**config.mk**
```make
export PLATFORM = sky130hd
export DESIGN_NAME = leaky_relu_deriv_stage
export DESIGN_NICKNAME = d
export VERILOG_FILES = /design/src/rtl/tpu_pkg.sv /design/src/rtl/lrd_cache_mem.sv /design/src/rtl/leaky_relu_deriv_stage.sv
export SDC_FILE = /design/constraint.sdc
export NUM_CORES = 1
export LEC_CHECK = 0
export BUFFER_PORTS_ARGS = -buffer_cell sky130_fd_sc_hd__buf_2
export CORE_UTILIZATION = 64
export DETAILED_ROUTE_END_ITERATION = 6
export GPL_TIMING_DRIVEN = 1
export PLACE_DENSITY = 0.82
export SLEW_MARGIN = 5
export SYNTH_ARGS = -nofsm -noshare
export SYNTH_HDL_FRONTEND = slang
export SYNTH_SLANG_ARGS = --single-unit
```
**constraint.sdc**
```tcl
create_clock -name clk -period 4.3 [get_ports clk]
set_input_delay 0.215 -clock clk [delete_from_list [all_inputs] [get_ports clk]]
set_output_delay 0.215 -clock clk [all_outputs]
set_load 0.02 [all_outputs]
```
**src/rtl/tpu_pkg.sv**
```systemverilog
// Shared vector-unit types: Q8.8 fixed-point format, the leaky-ReLU derivative
// cache state encoding, and the codebase Q8.8 multiplier.
package tpu_pkg;

  localparam int DATA_W = 16;
  localparam int FRAC_W = 8;

  typedef logic signed [15:0] fxp_t;

  typedef enum logic [1:0] {
    EMPTY   = 2'd0,
    PARTIAL = 2'd1,
    FULL    = 2'd2
  } lrd_state_t;

  // Q8.8 x Q8.8 -> Q8.8: round half up on the dropped fraction, saturate to fxp_t range.
  function automatic fxp_t fxp_mul(input fxp_t a, input fxp_t b);
    logic signed [31:0] prod;
    logic signed [31:0] rnd;
    prod = 32'(a) * 32'(b);
    rnd  = (prod + 32'sd128) >>> FRAC_W;
    if (rnd > 32'sd32767) begin
      return 16'sh7FFF;
    end else if (rnd < -32'sd32768) begin
      return 16'sh8000;
    end
    return rnd[15:0];
  endfunction

endpackage

```
**src/rtl/lrd_cache_mem.sv**
```systemverilog
// Activation cache storage for leaky_relu_deriv_stage: one synchronous write
// port, one combinational read port.
module lrd_cache_mem #(
  parameter int DEPTH  = 16,
  parameter int DATA_W = 16
) (
  input  logic                     clk,
  input  logic                     we_i,
  input  logic [$clog2(DEPTH)-1:0] waddr_i,
  input  logic [DATA_W-1:0]        wdata_i,
  input  logic [$clog2(DEPTH)-1:0] raddr_i,
  output logic [DATA_W-1:0]        rdata_o
);

  logic [DATA_W-1:0] mem_q [DEPTH];

  // NOTE: the data array has no reset; occupancy and pointers alone decide which
  // entries are meaningful, so clearing the storage would only cost logic.
  always_ff @(posedge clk) begin
    if (we_i) begin
      mem_q[waddr_i] <= wdata_i;
    end
  end

  assign rdata_o = mem_q[raddr_i];

endmodule

```
**src/rtl/leaky_relu_deriv_stage.sv**
```systemverilog
// Caches forward activations H in order and applies the leaky-ReLU derivative to
// backward gradients. Define LRD_EMPTY_BYPASS_EN to forward a same-cycle push to a pop while empty.
module leaky_relu_deriv_stage #(
  parameter int DEPTH  = 16,
  parameter int DATA_W = tpu_pkg::DATA_W
) (
  input  logic                   clk,
  input  logic                   rst,
  input  logic                   clear,
  input  logic                   fwd_valid_in,
  input  logic [DATA_W-1:0]      fwd_data_in,
  input  logic                   bwd_valid_in,
  input  logic [DATA_W-1:0]      bwd_grad_in,
  input  logic [DATA_W-1:0]      leak_factor,
  output logic [DATA_W-1:0]      bwd_data_out,
  output logic                   bwd_valid_out,
  output logic [$clog2(DEPTH):0] count,
  output logic                   full,
  output logic                   empty,
  output logic                   overflow,
  output logic                   underflow
);

  import tpu_pkg::*;

  localparam int PTR_W = $clog2(DEPTH);
  localparam int CNT_W = PTR_W + 1;

  lrd_state_t        state_q, state_d;
  logic [PTR_W-1:0]  wr_ptr_q, wr_ptr_d;
  logic [PTR_W-1:0]  rd_ptr_q, rd_ptr_d;
  logic [CNT_W-1:0]  count_q, count_d;
  logic              overflow_q, overflow_d;
  logic              underflow_q, underflow_d;
  logic              out_valid_q, out_valid_d;
  logic [DATA_W-1:0] out_data_q, out_data_d;

  logic              push_ok, pop_ok, bypass;
  logic              store, take;
  logic [DATA_W-1:0] mem_rdata, h_val;
  logic              h_pos;

  lrd_cache_mem #(
    .DEPTH  (DEPTH),
    .DATA_W (DATA_W)
  ) u_mem (
    .clk     (clk),
    .we_i    (store),
    .waddr_i (wr_ptr_q),
    .wdata_i (fwd_data_in),
    .raddr_i (rd_ptr_q),
    .rdata_o (mem_rdata)
  );

  // NOTE: every signal written here gets a default first, so no path can leave
  // one unassigned and infer a latch.
  always_comb begin
    push_ok = 1'b0;
    pop_ok  = 1'b0;
    bypass  = 1'b0;
    h_val   = mem_rdata;
    unique case (state_q)
      EMPTY: begin
        push_ok = fwd_valid_in;
`ifdef LRD_EMPTY_BYPASS_EN
        if (fwd_valid_in && bwd_valid_in) begin
          pop_ok = 1'b1;
          bypass = 1'b1;
          h_val  = fwd_data_in;
        end
`endif
      end
      PARTIAL: begin
        push_ok = fwd_valid_in;
        pop_ok  = bwd_valid_in;
      end
      FULL: begin
        push_ok = fwd_valid_in && bwd_valid_in;
        pop_ok  = bwd_valid_in;
      end
      default: ;
    endcase
    store = push_ok && !bypass && !clear;
    take  = pop_ok && !bypass;
    h_pos = !h_val[DATA_W-1] && (h_val != '0);
  end

  always_comb begin
    state_d     = state_q;
    wr_ptr_d    = wr_ptr_q;
    rd_ptr_d    = rd_ptr_q;
    count_d     = count_q;
    overflow_d  = overflow_q;
    underflow_d = underflow_q;
    out_valid_d = 1'b0;
    out_data_d  = '0;
    if (clear) begin
      state_d     = EMPTY;
      wr_ptr_d    = '0;
      rd_ptr_d    = '0;
      count_d     = '0;
      overflow_d  = 1'b0;
      underflow_d = 1'b0;
    end else begin
      if (store) wr_ptr_d = wr_ptr_q + PTR_W'(1);
      if (take)  rd_ptr_d = rd_ptr_q + PTR_W'(1);
      count_d = count_q + CNT_W'(store) - CNT_W'(take);
      if (count_d == '0) begin
        state_d = EMPTY;
      end else if (count_d == CNT_W'(DEPTH)) begin
        state_d = FULL;
      end else begin
        state_d = PARTIAL;
      end
      overflow_d  = overflow_q || (fwd_valid_in && state_q == FULL && !bwd_valid_in);
      underflow_d = underflow_q || (bwd_valid_in && !pop_ok);
      out_valid_d = pop_ok;
      if (pop_ok) begin
        out_data_d = h_pos ? bwd_grad_in
                           : DATA_W'(fxp_mul(fxp_t'(bwd_grad_in), fxp_t'(leak_factor)));
      end
    end
  end

  // NOTE: state registers use non-blocking assignment so every flop samples
  // the pre-edge values regardless of statement order.
  always_ff @(posedge clk or posedge rst) begin
    if (rst) begin
      state_q     <= EMPTY;
      wr_ptr_q    <= '0;
      rd_ptr_q    <= '0;
      count_q     <= '0;
      overflow_q  <= 1'b0;
      underflow_q <= 1'b0;
      out_valid_q <= 1'b0;
      out_data_q  <= '0;
    end else begin
      state_q     <= state_d;
      wr_ptr_q    <= wr_ptr_d;
      rd_ptr_q    <= rd_ptr_d;
      count_q     <= count_d;
      overflow_q  <= overflow_d;
      underflow_q <= underflow_d;
      out_valid_q <= out_valid_d;
      out_data_q  <= out_data_d;
    end
  end

  assign bwd_data_out  = out_data_q;
  assign bwd_valid_out = out_valid_q;
  assign count         = count_q;
  assign full          = (state_q == FULL);
  assign empty         = (state_q == EMPTY);
  assign overflow      = overflow_q;
  assign underflow     = underflow_q;

endmodule

```
==> results of run 1 <==
final cells by class:
class	count	area [um2]	share of cell area (%)
sequential	290	8540	34.7
inverter	318	1200	4.86
tap	396	495	2.01
clock inverter	12	97.6	0.397
clock buffer	33	718	2.92
multi-input combinational	1035	11000	44.8
timing repair buffer	313	2520	10.2
kinds of logic after synthesis:
logic type | count (synthesis)
multiplexers | 12
adder cells (fa/ha/maj) | 354
AND/OR/NAND/NOR | 506
AO/OA/AOI/OAI | 125
XOR/XNOR | 38
flip-flops | 290
buffers and inverters | 371
routing by layer:
layer / track usage (%) / share of wire [%]
met4: 12.4 / 4.4
met1: 38.3 / 36
met5: 0 / 0
met2: 57.0 / 53
met3: 3.48 / 6.4
state kept, by name (all words and copies together) (netlist names):
register and cells:
count 5, state_q 2, underflow 1, rd_ptr_q 4
bwd_data_out 16, u_mem.mem_q 256, bwd_valid_out 1, wr_ptr_q 4
overflow 1
cell usage in the layout (no fill, tap or decap), types with 21 or more instances in the layout:
cell / n
inv_1: 299
edfxtp_1: 256
fa_1: 250
buf_4: 214
nand2_1: 164
and2_1: 104
ha_1: 73
nor2_1: 59
buf_2: 52
nor4_1: 51
dfrtp_1: 34
clkbuf_16: 29
buf_6: 29
nand4_1: 26
xnor2_1: 21
how the worst min path moves through the flow:
| stage | from | endpoint | slack (ns) |
|---|---|---|---|
| after CTS | bwd_grad_in[7] | bwd_data_out[7] | 0.06 |
| final | bwd_grad_in[6] | bwd_data_out[6] | 0.07 |
| after floorplan | clear | bwd_valid_out | 0.30 |
| after global routing | bwd_grad_in[6] | bwd_data_out[6] | 0.07 |
| after global placement | rst | bwd_data_out[15] | 0.33 |
| after detailed placement | rst | bwd_valid_out | 0.35 |
timing repair:
action,in CTS,in global routing
gates cloned,2,2
buffers inserted,14,7
hold buffers,3,0
hold endpoints to repair,36,0
endpoints found under the setup margin,16,16
pin swaps,44,55
gates resized for setup,88,102
critical path, delay by kind of cell:
kind	cells	cell delay, ns
AO/OA/AOI/OAI	7	1.44
AND/OR/NAND/NOR	3	0.65
buffers and inverters	7	0.64
adder cells (fa/ha/maj)	7	3.33
per-stage QoR:
step | setup slack [ns] | hold WS (ns) | utilization [%] | area (um2) | cells
detailed placement | -2.12 | 0.354 | 73.5 | 22800 | 2324
CTS | -1.47 | 0.0606 | 78.0 | 24200 | 2388
global route | -1.76 | 0.0701 | 79.4 | 24600 | 2397
finish | -1.55 | 0.0743 | 79.4 | 24600 | 2397
global placement | -2.00 | 0.328 | 73.5 | 22800 | 2324
floorplan | -1.79 | 0.300 | - | 20500 | 1696
==> results.ini, run 1 <==
[route]
dr.pass1.iters=6
ant_nets=0
vias_per_cell=5.94
drt_iter0_markers=1257
routedWlPerCell_um=21.1
num_vias=14200
drt_wl_total_um=50600
drcViolationCount=0

[layout]
antenna_cells=0
layout-drive-gt1-share_pct=23.8
final_nets=2391
syn2layout_area_growth_pct=20.6
fillCellCount=1590

[sta]
fmax_mhz=171
rsz0062_at_grt=yes
setup_ws_ns=-1.55
finClkSkew_ns=0.0157
fin_tns_setup_ns=-24.22
finalHoldViolCount=0
slew_viol_final=0
setup_viol=16
period_share_pct=136
worstMarginPinSlew_ns=1.19
min_period_ns=5.85
relSlewSlack_pct=20.1

[clock_tree]
cts.sinks=290
cts-root-buf=clkbuf_16
htree_levels=1
clock_path_buffers=3
clk_latency_ns=0.52
clk_pin_slew_ns=0.06
cts_buffers=26
cts_tree=built

[outcome]
status=finished, violations left
failed_checks=setup timing

[setup_path]
crit_end=bwd_data_out[12]
crit_slowest_cell=fa_1
r2r_start=rd_ptr_q[0]
crit_top_cell=fa_1
cp_cell_sequence=buf_6 -> and2_1 -> fa_1 -> inv_1 -> fa_1 -> fa_1 -> inv_2 -> fa_1 -> fa_1 -> inv_1 -> fa_1 -> inv_2 -> ha_4 -> a21oi_4 -> o21ai_4 -> a211o_1 -> a21o_1 -> buf_6 -> o21ai_0 -> nor4b_2 -> nand3b_1 -> o22ai_4 -> buf_12 -> a22o_1
crit_start=bwd_grad_in[9]
crit_path_max_fanout=15
cpPeakStageDelay_ns=0.56
r2r_end=bwd_data_out[12]
endpoint_kind=flop
r2r_cells=8
critPathLaunchType=primary input
r2r_slack_ns=0.64
path_class=primary input to flop
required_ns=4.75
crit_arrival_ns=6.30

[synth]
synthAdderAreaFrac_pct=31.4
synth_edf_count=256
synth_xor_area_share_pct=1.63
ys_top_cells_by_count=inv_1 (318), fa_1 (263), edfxtp_1 (256)
ys.flop_type=edfxtp_1
ys_warn_count=0
ys_types=67
synth-simple-area-share_pct=12.8
synth_top_family_by_area=adder cells
synth_area_per_cell_um2=12.0
yosysSeqAreaShare_pct=41.9
synth_top_area_share_pct=37.7
synthArstFlopShare_pct=11.7
synth_compound_area_share_pct=4.41
yosysMostFrequentCell=inv_1
yosysTopAreaCell=edfxtp_1
ys_top_cells_by_area=edfxtp_1 (38%), fa_1 (26%), inv_1 (5.9%)
synthesis.nets=2103
syn_area_um2=20400
muxShareOfSynthArea_pct=0.908
ys_seq_elements=290
synthCells=1696

[floorplan]
die_w_um=181
fp.dieH_um=181
initial_core_util_pct=65.8
fp-row-count=64
design.core.area_um2=31000
io-pin-count=79
die-area_um2=32600

[global_routing]
grt_max_degree=35
grt_util_all_layers_pct=31.3
grt_pass1_wl_um=78700
overflow=0
grt_pass1_vias=15200
grt_antenna_before_repair=0

[place]
numPortBuffers=78
dp_hpwl_um=35800
place.gp.congestion=0.933

[hold_path]
hold_depth=3
hp-class=primary input to flop

[job]
max_cap_viol_count=0

Power of run 1 is left out: the tool's default activity adds up to more than one toggle a clock period on the data nets, which glitch-free logic cannot reach.
==> run 2, diff against run 1 <==
TNS_END_PERCENT = 30   (was not set)
==> results.ini, run 2 (same netlist as run 1, synthesis figures left out) <==
[outcome]
status=finished, violations left
failed_checks=DRC, setup timing

[sta]
hold_ws_ns=0.0513
fmax_mhz=169
setup_ws_ns=-1.62
finalHoldViolCount=0
relSlewSlack_pct=19.3
slew_viol_final=0
finClkSkew_ns=0.0176
min_period_ns=5.92
rsz0062_at_grt=yes
fin_tns_setup_ns=-25.34
worstMarginPinSlew_ns=1.20
period_share_pct=138
setup_viol=16

[setup_path]
crit_slowest_cell=fa_1
r2r_cells=8
critPathLaunchType=primary input
crit_path_max_fanout=8
crit_top_cell=fa_1
critPathTopFamily=adder cells
cpPeakStageDelay_ns=0.59
cp_cell_sequence=buf_12 -> buf_12 -> buf_6 -> buf_4 -> and2_1 -> fa_1 -> fa_1 -> fa_1 -> fa_1 -> fa_1 -> fa_1 -> ha_4 -> a21o_1 -> a221o_1 -> o2bb2ai_4 -> o211ai_1 -> a211oi_2 -> o211ai_1 -> buf_4 -> nand4_1 -> a22o_1
r2r_slack_ns=0.56
crit_arrival_ns=6.34
required_ns=4.72
path_class=primary input to flop
worstSetupPathDepth=21
worst-path-buf-inv=5
endpoint_kind=flop

[global_routing]
grt_pass1_vias=15600
grt_util_all_layers_pct=32.0
overflow=0
grt_max_degree=35
grt_antenna_before_repair=0
grt_pass1_wl_um=80700

[clock_tree]
cts_buffers=26
clk_pin_slew_ns=0.07
clock_path_buffers=3
cts.sinks=290
cts_tree=built
htree_levels=1
cts-root-buf=clkbuf_16
clk_latency_ns=0.53

[route]
drt_wl_total_um=51100
num_vias=14300
drcViolationCount=12
drt_iter0_markers=1178
ant_nets=0
dr.pass1.iters=7
vias_per_cell=5.96
routedWlPerCell_um=21.3

[layout]
layout-drive-gt1-share_pct=22.7
design_area_um2=24500
final_common_cell=inv_1
largest_reg_flops=256
syn2layout_area_growth_pct=20.3
final_cell_mix=inv_1 (309), edfxtp_1 (256), fa_1 (252)
fillCellCount=1697
top_register=u_mem.mem_q
final_nets=2394
multiInputGateArea_um2=10900
ff_latch_area_um2=8540
antenna_cells=0

[floorplan]
fp-row-count=64
design.core.area_um2=31000
io-pin-count=79
die_w_um=181
initial_core_util_pct=65.8
fp.dieH_um=181
die-area_um2=32600

[hold_path]
hold_depth=3
hp-class=primary input to flop

[place]
postPlaceCellArea_um2=22700
numPortBuffers=78
dp_hpwl_um=35700
place.gp.congestion=0.939

[job]
max_cap_viol_count=0

==> run 2: area by class of cell <==
| class | instances | share of cell area (%) |
|---|---|---|
| tap | 396 | 2.02 |
| inverter | 318 | 4.86 |
| timing repair buffer | 316 | 10.3 |
| clock inverter | 16 | 0.678 |
| sequential | 290 | 34.8 |
| clock buffer | 31 | 2.81 |
| multi-input combinational | 1035 | 44.6 |
==> run 2: per-layer routing <==
layer	vias to the layer above	track usage (%)	share of wire, %
li1	6154	-	-
met1	7308	39.1	36
met2	658	58.5	54
met3	195	3.38	5.5
met4	0	12.7	4.5
met5	-	0	0
==> run 2: final timing paths <==
path | endpoint | start
setup / recovery | bwd_data_out[6] | bwd_grad_in[10]
hold / removal | bwd_data_out[10] | bwd_grad_in[10]
max in group asynchronous | bwd_data_out[14] | rst
setup reg to reg | bwd_data_out[4] | rd_ptr_q[0]
hold reg to reg | underflow | underflow
min in group asynchronous | overflow | rst
==> run 2: repair_timing <==
action / 4_1_cts / 5_1_grt
setup buffers: 16 / 12
gates resized for setup: 79 / 83
endpoints found under the setup margin: 16 / 16
gates cloned: 1 / 2
hold buffers: 3 / 0
pin swaps: 41 / 47
endpoints found under the hold margin: 36 / 0
==> run 2: through the flow <==
| stage | cells | worst slack, ns | util, % |
|---|---|---|---|
| 2_1_floorplan | 1696 | -1.80 | - |
| 3_3_place_gp | 2322 | -2.04 | 73.4 |
| 3_5_place_dp | 2322 | -2.26 | 73.4 |
| 4_1_cts | 2389 | -1.47 | 77.8 |
| 5_1_grt | 2402 | -1.80 | 79.2 |
| 6_report | 2402 | -1.62 | 79.2 |
==> run 2: worst register-to-register path, stage by stage (launching register included) <==
cell and delay [ns]:
dfrtp_1 0.99, buf_4 0.33, nor3_1 0.09, a22oi_1 0.22, a221oi_1 0.10, mux4_2 0.50
o32ai_1 0.60, and2_1 0.59, a22o_1 0.25
Power of run 2 is left out for the same reason.
